[src/rtl/data_sram_responder.sv]
// Responder for the core data-memory port. It serves one request at a time
// from a single-port synchronous SRAM macro whose read latency is set by a
// parameter.
//
// Ports:
//   clk, rstb                      clock; asynchronous active-low reset
//   data_memory*                   core request (address, lanes, enable, we, wdata)
//                                  and response (rdata, busy, fault)
//   sram_csb/web/wmask/addr/din    registered SRAM strobes, all active for
//                                  exactly one cycle per access
//   sram_dout                      SRAM read data
module data_sram_responder #(
    parameter int unsigned ADDRESS_WIDTH = 11,
    parameter logic [31:0] BASE_ADDRESS  = 32'h0000_0000,
    parameter int unsigned SRAM_LATENCY  = 1  // legal range 1..3
) (
    input  logic                     clk,
    input  logic                     rstb,
    input  logic [31:0]              data_memoryAddress,
    input  logic [3:0]               data_memoryByteSelect,
    input  logic                     data_memoryEnable,
    input  logic                     data_memoryWriteEnable,
    input  logic [31:0]              data_memoryDataWrite,
    output logic [31:0]              data_memoryDataRead,
    output logic                     data_memoryBusy,
    output logic                     data_memoryAccessFault,
    output logic                     sram_csb,
    output logic                     sram_web,
    output logic [3:0]               sram_wmask,
    output logic [ADDRESS_WIDTH-3:0] sram_addr,
    output logic [31:0]              sram_din,
    input  logic [31:0]              sram_dout
);

    typedef enum logic [1:0] {StIdle, StIssue, StWait, StRespond} state_e;

    state_e                     state_q, state_d;
    logic [3:0]                 be_q, be_d;
    logic                       we_q, we_d;
    logic                       fault_q, fault_d;
    logic [31:0]                rdata_q, rdata_d;
    logic [1:0]                 cnt_q, cnt_d;
    logic                       csb_q, csb_d;
    logic                       web_q, web_d;
    logic [3:0]                 wmask_q, wmask_d;
    logic [ADDRESS_WIDTH-3:0]   saddr_q, saddr_d;
    logic [31:0]                din_q, din_d;

    logic                       in_range;
    logic [31:0]                lane_mask;
    logic                       unused_addr_bits;

    // Window decode covers every upper bit, so addresses never alias back in.
    assign in_range = data_memoryAddress[31:ADDRESS_WIDTH] == BASE_ADDRESS[31:ADDRESS_WIDTH];
    assign lane_mask = {{8{be_q[3]}}, {8{be_q[2]}}, {8{be_q[1]}}, {8{be_q[0]}}};
    assign unused_addr_bits = ^data_memoryAddress[1:0];

    always_comb begin
        state_d = state_q;
        be_d    = be_q;
        we_d    = we_q;
        fault_d = fault_q;
        rdata_d = rdata_q;
        cnt_d   = cnt_q;
        csb_d   = csb_q;
        web_d   = web_q;
        wmask_d = wmask_q;
        saddr_d = saddr_q;
        din_d   = din_q;
        unique case (state_q)
            StIdle: begin
                if (data_memoryEnable) begin
                    be_d = data_memoryByteSelect;
                    we_d = data_memoryWriteEnable;
                    if (!in_range || data_memoryByteSelect == 4'b0000) begin
                        fault_d = 1'b1;
                        state_d = StRespond;
                    end else begin
                        // Strobes are registered here so they are live during ISSUE.
                        csb_d   = 1'b0;
                        web_d   = !data_memoryWriteEnable;
                        wmask_d = data_memoryWriteEnable ? data_memoryByteSelect : 4'b0000;
                        saddr_d = data_memoryAddress[ADDRESS_WIDTH-1:2];
                        din_d   = data_memoryDataWrite;
                        state_d = StIssue;
                    end
                end
            end
            StIssue: begin
                csb_d = 1'b1;
                web_d = 1'b1;
                if (we_q) begin
                    state_d = StRespond;
                end else begin
                    cnt_d   = 2'(SRAM_LATENCY);
                    state_d = StWait;
                end
            end
            StWait: begin
                cnt_d = cnt_q - 2'd1;
                if (cnt_q == 2'd1) begin
                    rdata_d = sram_dout & lane_mask;
                    state_d = StRespond;
                end
            end
            StRespond: begin
                fault_d = 1'b0;
                rdata_d = '0;
                state_d = StIdle;
            end
            default: state_d = StIdle;
        endcase
    end

    always_ff @(posedge clk or negedge rstb) begin
        if (!rstb) begin
            state_q <= StIdle;
            be_q    <= '0;
            we_q    <= 1'b0;
            fault_q <= 1'b0;
            rdata_q <= '0;
            cnt_q   <= '0;
            csb_q   <= 1'b1;
            web_q   <= 1'b1;
            wmask_q <= '0;
            saddr_q <= '0;
            din_q   <= '0;
        end else begin
            state_q <= state_d;
            be_q    <= be_d;
            we_q    <= we_d;
            fault_q <= fault_d;
            rdata_q <= rdata_d;
            cnt_q   <= cnt_d;
            csb_q   <= csb_d;
            web_q   <= web_d;
            wmask_q <= wmask_d;
            saddr_q <= saddr_d;
            din_q   <= din_d;
        end
    end

    // Busy is forced low during reset so the core never sees a stall it cannot clear.
    always_comb begin
        data_memoryBusy = 1'b0;
        if (rstb) begin
            unique case (state_q)
                StIdle:    data_memoryBusy = data_memoryEnable;
                StIssue:   data_memoryBusy = 1'b1;
                StWait:    data_memoryBusy = 1'b1;
                StRespond: data_memoryBusy = 1'b0;
                default:   data_memoryBusy = 1'b0;
            endcase
        end
    end

    // rdata_q and fault_q are only non-zero in RESPOND.
    assign data_memoryDataRead    = rdata_q;
    assign data_memoryAccessFault = fault_q;
    assign sram_csb               = csb_q;
    assign sram_web               = web_q;
    assign sram_wmask             = wmask_q;
    assign sram_addr              = saddr_q;
    assign sram_din               = din_q;

endmodule

[config.mk]
export PLATFORM = sky130hd
export DESIGN_NAME = data_sram_responder
export DESIGN_NICKNAME = d
export VERILOG_FILES = /design/src/rtl/data_sram_responder.sv
export SDC_FILE = /design/constraint.sdc
export NUM_CORES = 1
export LEC_CHECK = 0
export BUFFER_PORTS_ARGS = -buffer_cell sky130_fd_sc_hd__buf_2
export CELL_PAD_IN_SITES_DETAIL_PLACEMENT = 1
export CELL_PAD_IN_SITES_GLOBAL_PLACEMENT = 2
export CORE_MARGIN = 10
export CORE_UTILIZATION = 24
export DETAILED_ROUTE_END_ITERATION = 16
export MAX_ROUTING_LAYER = met4
export PLACE_DENSITY_LB_ADDON = 0.1
export SLEW_MARGIN = 0
export SYNTH_ARGS = -nofsm -noshare
export SYNTH_HDL_FRONTEND = slang
export SYNTH_SLANG_ARGS = --single-unit
[constraint.sdc]
create_clock -name clk -period 2 [get_ports clk]
set_input_delay 0.4 -clock clk [delete_from_list [all_inputs] [get_ports clk]]
set_output_delay 0.4 -clock clk [all_outputs]
set_load 0.005 [all_outputs]
==> results of run 1 <==
-- synthesized netlist by cell type (all sizes together) --
master | instances | area [um^2]
a22oi | 1 | 7.51
a31oi | 1 | 6.26
buf | 8 | 60.1
clkbuf | 7 | 26.3
dfrtp | 87 | 2180
dfstp | 2 | 52.6
ha | 6 | 75.1
inv | 12 | 45.0
mux2 | 47 | 529
mux2i | 6 | 60.1
nand2 | 76 | 285
nand3 | 1 | 5.00
nand4 | 2 | 12.5
nor2 | 3 | 11.3
nor2b | 5 | 31.3
nor3 | 3 | 26.3
nor4 | 4 | 25.0
o211a | 1 | 10.0
o21a | 1 | 7.51
o21ai | 35 | 175
o221ai | 1 | 8.76
o22a | 2 | 17.5
o22ai | 1 | 6.26
o31ai | 1 | 7.51
o41a | 1 | 11.3
or3 | 1 | 6.26
or4 | 2 | 15.0
-- critical path, stage by stage (launching register included) --
cell and delay, ps:
dfrtp_1 420, inv_2 120, ha_2 220, mux2i_1 180, nor2b_1 70, buf_2 130
-- per-layer routing --
metal  part of all wire (%)  routed length [um]  vias to the layer above  global-route usage (%)
li1                       -                   -                     1453                       -
met1                     43                5060                     1449                    13.4
met2                     49                5720                       93                    18.9
met3                    5.8                 672                       11                    2.76
met4                    1.6                 189                        0                    4.95
met5                      0                   0                        -                       -
-- report_power, final --
part / internal [mW] / switching (mW)
combinational: 0.770 / 1.06
sequential: 2.07 / 0.137
clock: 1.16 / 0.696
-- sequential cells by signal, indices dropped and copies added, names as in the netlist --
signal,count
we_q,1
data_memoryAccessFault,1
sram_din,32
sram_addr,9
data_memoryDataRead,32
be_q,4
state_q,2
sram_csb,1
cnt_q,2
sram_wmask,4
sram_web,1
-- cell families (layout without fill, tap and decap cells) --
group | Yosys count | after routing | share of synthesized area [%]
flip-flops | 89 | 89 | 60.2
multiplexers | 53 | 53 | 15.9
other | 0 | 1 | 0
AO/OA/AOI/OAI | 45 | 45 | 6.96
buffers and inverters | 27 | 223 | 3.55
adder cells (fa/ha/maj) | 6 | 6 | 2.03
AND/OR/NAND/NOR | 97 | 97 | 11.3
-- area by class of cell --
class,count,area share [%]
diodes,1,0.0471
clock inverters,4,1.41
inverters,12,0.847
well taps,188,4.42
clock buffers,12,4.82
multi-input cells,201,26.5
flip-flops and latches,89,41.9
repair buffers,195,20.0
-- stage by stage --
step                      setup TNS, ps  std cells  hold slack (ps)  setup WS [ps]  area (um^2)
after floorplan                    -661        317              104          -25.8         3750
after global placement            -2540        685              458          -81.6         4970
after detailed placement          -4920        685              465           -152         4970
after CTS                             0        701              157           8.41         5300
after global routing                  0        702              179           17.0         5320
final                                 0        702              129            109         5320
-- worst max-delay path by stage --
stage                     slack [ps]               to              startpoint  cells after the start
final                            110  data_memoryBusy              state_q[1]                      5
after global routing              20  data_memoryBusy              state_q[1]                      5
after CTS                          8  data_memoryBusy              state_q[1]                      5
after detailed placement        -150     sram_din[19]  data_memoryAddress[26]                      6
after global placement           -80     sram_din[20]  data_memoryAddress[26]                      6
after floorplan                  -30     sram_addr[0]  data_memoryAddress[12]                      5
==> insert_results.sql, run 1 <==
INSERT INTO impl_metrics (metric_group, metric, value, unit) VALUES
('sta', 'worst_slew_margin_rel', '67.3', '%'),
('worst_setup_path', 'worstSetupPathType', 'flop to primary output', ''),
('cts', 'cts.htree.levels', '3', ''),
('sta', 'timing.final.setup_violations', '0', ''),
('synthesis', 'post_synth_inst_count', '317', ''),
('cells_and_area', 'seqCellArea', '2230', 'um^2'),
('global_route', 'groute.usage.overall', '11.5', '%'),
('power', 'leakage', '2.82', 'nW'),
('floorplanning', 'start_util', '24.4', '%'),
('synthesis', 'synth.net_count', '427', ''),
('synthesis', 'synth.yosys.seq_area_share', '60.2', '%'),
('global_route', 'grt_max_degree', '90', ''),
('global_route', 'first_global_vias', '3413', ''),
('sta', 'clock-skew-final', '6.39', 'ps'),
('cells_and_area', 'final_cell_mix', 'buf_2 (181), dfrtp_1 (87), nand2_1 (75)', ''),
('sta', 'post-route-period-util', '94.5', '%'),
('floorplanning', 'rows', '45', ''),
('placement', 'post-dp-hpwl', '8970', 'um'),
('global_route', 'antenna_found_initial', '1', ''),
('cts', 'cts_tree', 'yes', ''),
('floorplanning', 'io_pins', '185', ''),
('global_route', 'grt_first_pass_wirelength', '18100', 'um'),
('sta', 'rsz_0062_raised_after_global_routing', 'false', ''),
('power', 'power.density_cell_area', '1110', 'nW/um^2'),
('worst_setup_path', 'r2r_cells', '6', ''),
('worst_setup_path', 'rrSetupSlack', '260', 'ps'),
('detailed_routing', 'drt-initial-drc-count', '109', ''),
('synthesis', 'synth_cell_type_count', '30', ''),
('worst_setup_path', 'startpoint_type', 'flop', ''),
('cts', 'hold_buffers', '0', ''),
('worst_setup_path', 'critical_path_required', '1600', 'ps'),
('placement', 'port_buffers', '182', ''),
('detailed_routing', 'antenna_violating_nets_post_route', '0', ''),
('worst_setup_path', 'r2r-end', 'sram_din[19]', ''),
('sta', 'timing_worst_slew_pin_value', '490', 'ps'),
('synthesis', 'synth_warnings', '0', ''),
('flow_run', 'max_cap_viol_count', '0', ''),
('cells_and_area', 'num-nets-final', '618', ''),
('cts', 'cts_num_sinks', '89', ''),
('worst_setup_path', 'crit_arrival', '1490', 'ps'),
('worst_setup_path', 'reg2reg_from', 'state_q[1]', ''),
('cells_and_area', 'drive_gt1_share', '51.9', '%'),
('floorplanning', 'die_h', '144', 'um'),
('cts', 'cts_post_setup_buffers_inserted', '0', ''),
('cts', 'clk_latency', '340', 'ps'),
('hold_path', 'hold_class', 'input pin to asynchronous set/reset pin', ''),
('detailed_routing', 'drt-pass1-iter-count', '3', ''),
('synthesis', 'netlist_area', '3700', 'um^2'),
('status', 'status', 'completed', ''),
('detailed_routing', 'drt-wirelength-per-cell', '16.6', 'um'),
('detailed_routing', 'vias', '3006', ''),
('detailed_routing', 'vias_per_cell', '4.28', ''),
('placement', 'routabilityCongestion', '0.734', ''),
('power', 'vdd_ir_drop_max', '517', 'uV'),
('worst_setup_path', 'endpoint_kind', 'primary output', ''),
('cts', 'cts.clk_slew.worst_paths', '70', 'ps'),
('cts', 'root_buffer', 'clkbuf_16', ''),
('sta', 'timing.final.max_slew_violations', '0', ''),
('detailed_routing', 'detail_route.drc_violations', '0', ''),
('floorplanning', 'die_x', '144', 'um'),
('cts', 'worst_case_clock_buffer_depth', '2', ''),
('sta', 'max_freq', '529', 'MHz'),
('cells_and_area', 'utilization', '35.1', '%'),
('sta', 'finalHoldViolations', '0', ''),
('cells_and_area', 'area_delta_synth_final', '43.6', '%'),
('cts', 'cts_buffers', '9', ''),
('floorplanning', 'core_outline_area', '15100', 'um^2'),
('synthesis', 'synth.avg_cell_area', '11.7', 'um^2'),
('floorplanning', 'die-area', '20800', 'um^2'),
('synthesis', 'ys_ff_latch', '89', ''),
('global_route', 'grt_overflow', '0', ''),
('worst_setup_path', 'critical_path_peak_fanout', '4', ''),
('sta', 'fin_crit', '1890', 'ps'),
('cells_and_area', 'mostFrequentLayoutCell', 'buf_2', ''),
('power', 'report.power.total', '5.90', 'mW'),
('cells_and_area', 'layout_filler_cell_count', '1732', ''),
('detailed_routing', 'total_routed_wirelength', '11600', 'um'),
('cells_and_area', 'multi_input_area', '1410', 'um^2'),
('cts', 'cts.repair.resized', '0', '');
Note: power is estimated with default switching activity, not from simulation.
==> inputs of run 2 (changes only) <==
==> constraint.sdc (replaced) <==
create_clock -name clk -period 2 [get_ports clk]
set_input_delay 0.2 -clock clk [delete_from_list [all_inputs] [get_ports clk]]
set_output_delay 0.2 -clock clk [all_outputs]
set_load 0.005 [all_outputs]
==> insert_results.sql, run 2 (same netlist as run 1, synthesis figures left out) <==
INSERT INTO impl_metrics (metric_group, metric, value, unit) VALUES
('status', 'status', 'completed', ''),
('cts', 'cts.htree.levels', '3', ''),
('detailed_routing', 'vias_per_cell', '4.31', ''),
('worst_setup_path', 'worstSetupPathType', 'flop to flop', ''),
('worst_setup_path', 'reg2reg_from', 'state_q[1]', ''),
('worst_setup_path', 'critical_path_peak_fanout', '25', ''),
('placement', 'routabilityCongestion', '0.701', ''),
('floorplanning', 'core_outline_area', '15100', 'um^2'),
('detailed_routing', 'drt-initial-drc-count', '89', ''),
('global_route', 'grt_most_used_layer', 'met2', ''),
('sta', 'setup_tns', '0', 'ps'),
('cts', 'cts_tree', 'yes', ''),
('power', 'report.power.total', '5.73', 'mW'),
('global_route', 'first_global_vias', '3423', ''),
('cells_and_area', 'final_cell_mix', 'buf_2 (181), dfrtp_1 (87), nand2_1 (75)', ''),
('global_route', 'antenna_found_initial', '0', ''),
('global_route', 'grt_max_degree', '90', ''),
('detailed_routing', 'antenna_violating_nets_post_route', '0', ''),
('sta', 'rsz_0062_raised_after_global_routing', 'false', ''),
('floorplanning', 'start_util', '24.4', '%'),
('floorplanning', 'die_h', '144', 'um'),
('floorplanning', 'rows', '45', ''),
('sta', 'fin_crit', '1840', 'ps'),
('sta', 'post-route-period-util', '92.2', '%'),
('cells_and_area', 'num-nets-final', '619', ''),
('cts', 'worst_case_clock_buffer_depth', '2', ''),
('global_route', 'grt_first_pass_wirelength', '18400', 'um'),
('worst_setup_path', 'setup.worst_path.start', 'state_q[1]', ''),
('global_route', 'grt_overflow', '0', ''),
('detailed_routing', 'total_routed_wirelength', '11800', 'um'),
('power', 'leakage', '2.81', 'nW'),
('cts', 'root_buffer', 'clkbuf_16', ''),
('worst_setup_path', 'r2r-end', 'sram_din[20]', ''),
('cells_and_area', 'area_delta_synth_final', '41.6', '%'),
('sta', 'max_freq', '542', 'MHz'),
('power', 'vdd_ir_drop_max', '615', 'uV'),
('power', 'power.density_cell_area', '1090', 'nW/um^2'),
('detailed_routing', 'drt-pass1-iter-count', '4', ''),
('worst_setup_path', 'endpoint_kind', 'flop', ''),
('floorplanning', 'die_x', '144', 'um'),
('hold_path', 'hold_class', 'input pin to flop', ''),
('cts', 'cts.clk_slew.worst_paths', '70', 'ps'),
('worst_setup_path', 'startpoint_type', 'flop', ''),
('global_route', 'groute.usage.overall', '11.7', '%'),
('detailed_routing', 'detail_route.drc_violations', '0', ''),
('sta', 'timing.final.max_slew_violations', '0', ''),
('sta', 'worst_slew_margin_rel', '65.1', '%'),
('cts', 'cts_num_sinks', '89', ''),
('worst_setup_path', 'crit_end', 'sram_din[20]', ''),
('cts', 'cts.repair.resized', '0', ''),
('worst_setup_path', 'critical_path_required', '2220', 'ps'),
('placement', 'post-dp-hpwl', '9230', 'um'),
('cts', 'hold_buffers', '1', ''),
('placement', 'placed_cell_areas', '4930', 'um^2'),
('cells_and_area', 'drive_gt1_share', '50.6', '%'),
('worst_setup_path', 'crit_arrival', '2070', 'ps'),
('floorplanning', 'io_pins', '185', ''),
('detailed_routing', 'vias', '3031', ''),
('cells_and_area', 'mostFrequentLayoutCell', 'buf_2', ''),
('worst_setup_path', 'rrSetupSlack', '160', 'ps'),
('floorplanning', 'die-area', '20800', 'um^2'),
('detailed_routing', 'drt-wirelength-per-cell', '16.8', 'um'),
('sta', 'finalHoldViolations', '0', ''),
('flow_run', 'max_cap_viol_count', '0', ''),
('worst_setup_path', 'r2r_cells', '6', ''),
('cts', 'clk_latency', '340', 'ps'),
('global_route', 'global_route.usage.met2', '19.1', '%'),
('sta', 'timing_worst_slew_pin_value', '523', 'ps'),
('sta', 'clock-skew-final', '11.7', 'ps'),
('cts', 'cts_post_setup_buffers_inserted', '0', ''),
('sta', 'timing.final.setup_violations', '0', ''),
('cells_and_area', 'layout.cell_area.non_filler', '5240', 'um^2'),
('cts', 'cts_buffers', '9', ''),
('global_route', 'met3_demand_to_capacity_share_in_global_routing', '4.10', '%'),
('global_route', 'grt_met1_use', '13.2', '%'),
('placement', 'port_buffers', '182', '');
==> run 2: cell types whose count changed in the layout (fill, tap and decap cells not counted), sizes merged <==
cell,delta
dlygate4sd3,+1
inv,+1
bufinv,-1
clkbuf,-2
clkinvlp,-1
clkinv,+3
==> run 2: cell type report <==
type                            count  area, um^2
Inverter                           12        45.0
Clock buffer                       10         239
Clock inverter                      6        65.1
Sequential cell                    89        2230
Fill cell                        1752        9900
Antenna cell                        1        2.50
Multi-Input combinational cell    201        1360
Tap cell                          188         235
Timing Repair Buffer              196        1070
==> run 2: worst min path at each step <==
stage / to / from / cells after the start
after floorplan: be_q[0] / rstb / 0
after global placement: we_q / rstb / 2
after detailed placement: we_q / rstb / 2
after CTS: sram_din[0] / data_memoryDataWrite[0] / 2
after global routing: sram_din[0] / data_memoryDataWrite[0] / 2
final: sram_din[0] / data_memoryDataWrite[0] / 2
==> run 2: critical path: stages (launching register included) <==
cell and delay [ps]:
dfrtp_1 410, inv_1 130, ha_1 200, nand2_2 80, nor3_4 310, buf_12 230, mux2_2 350
==> run 2: routing by layer <==
metal / vias to the layer above / wire length [um]
met5: - / 0
met4: 0 / 115
met3: 8 / 852
met2: 92 / 5930
met1: 1473 / 4940
li1: 1458 / -
==> run 2: stage by stage <==
stage | instances | setup slack, ps | util, % | hold slack (ps)
CTS | 702 | 114 | 34.6 | 57.1
detailed placement | 685 | 9.30 | 32.5 | 310
floorplan | 317 | 33.4 | - | -95.6
global placement | 685 | 86.4 | 32.5 | 302
global route | 702 | 29.3 | 34.6 | 67.7
finish | 703 | 156 | 34.6 | 73.6
==> run 2: report_power, final <==
part	internal, mW	switching (mW)
logic	0.746	1.05
clock network	1.01	0.723
registers	2.07	0.127
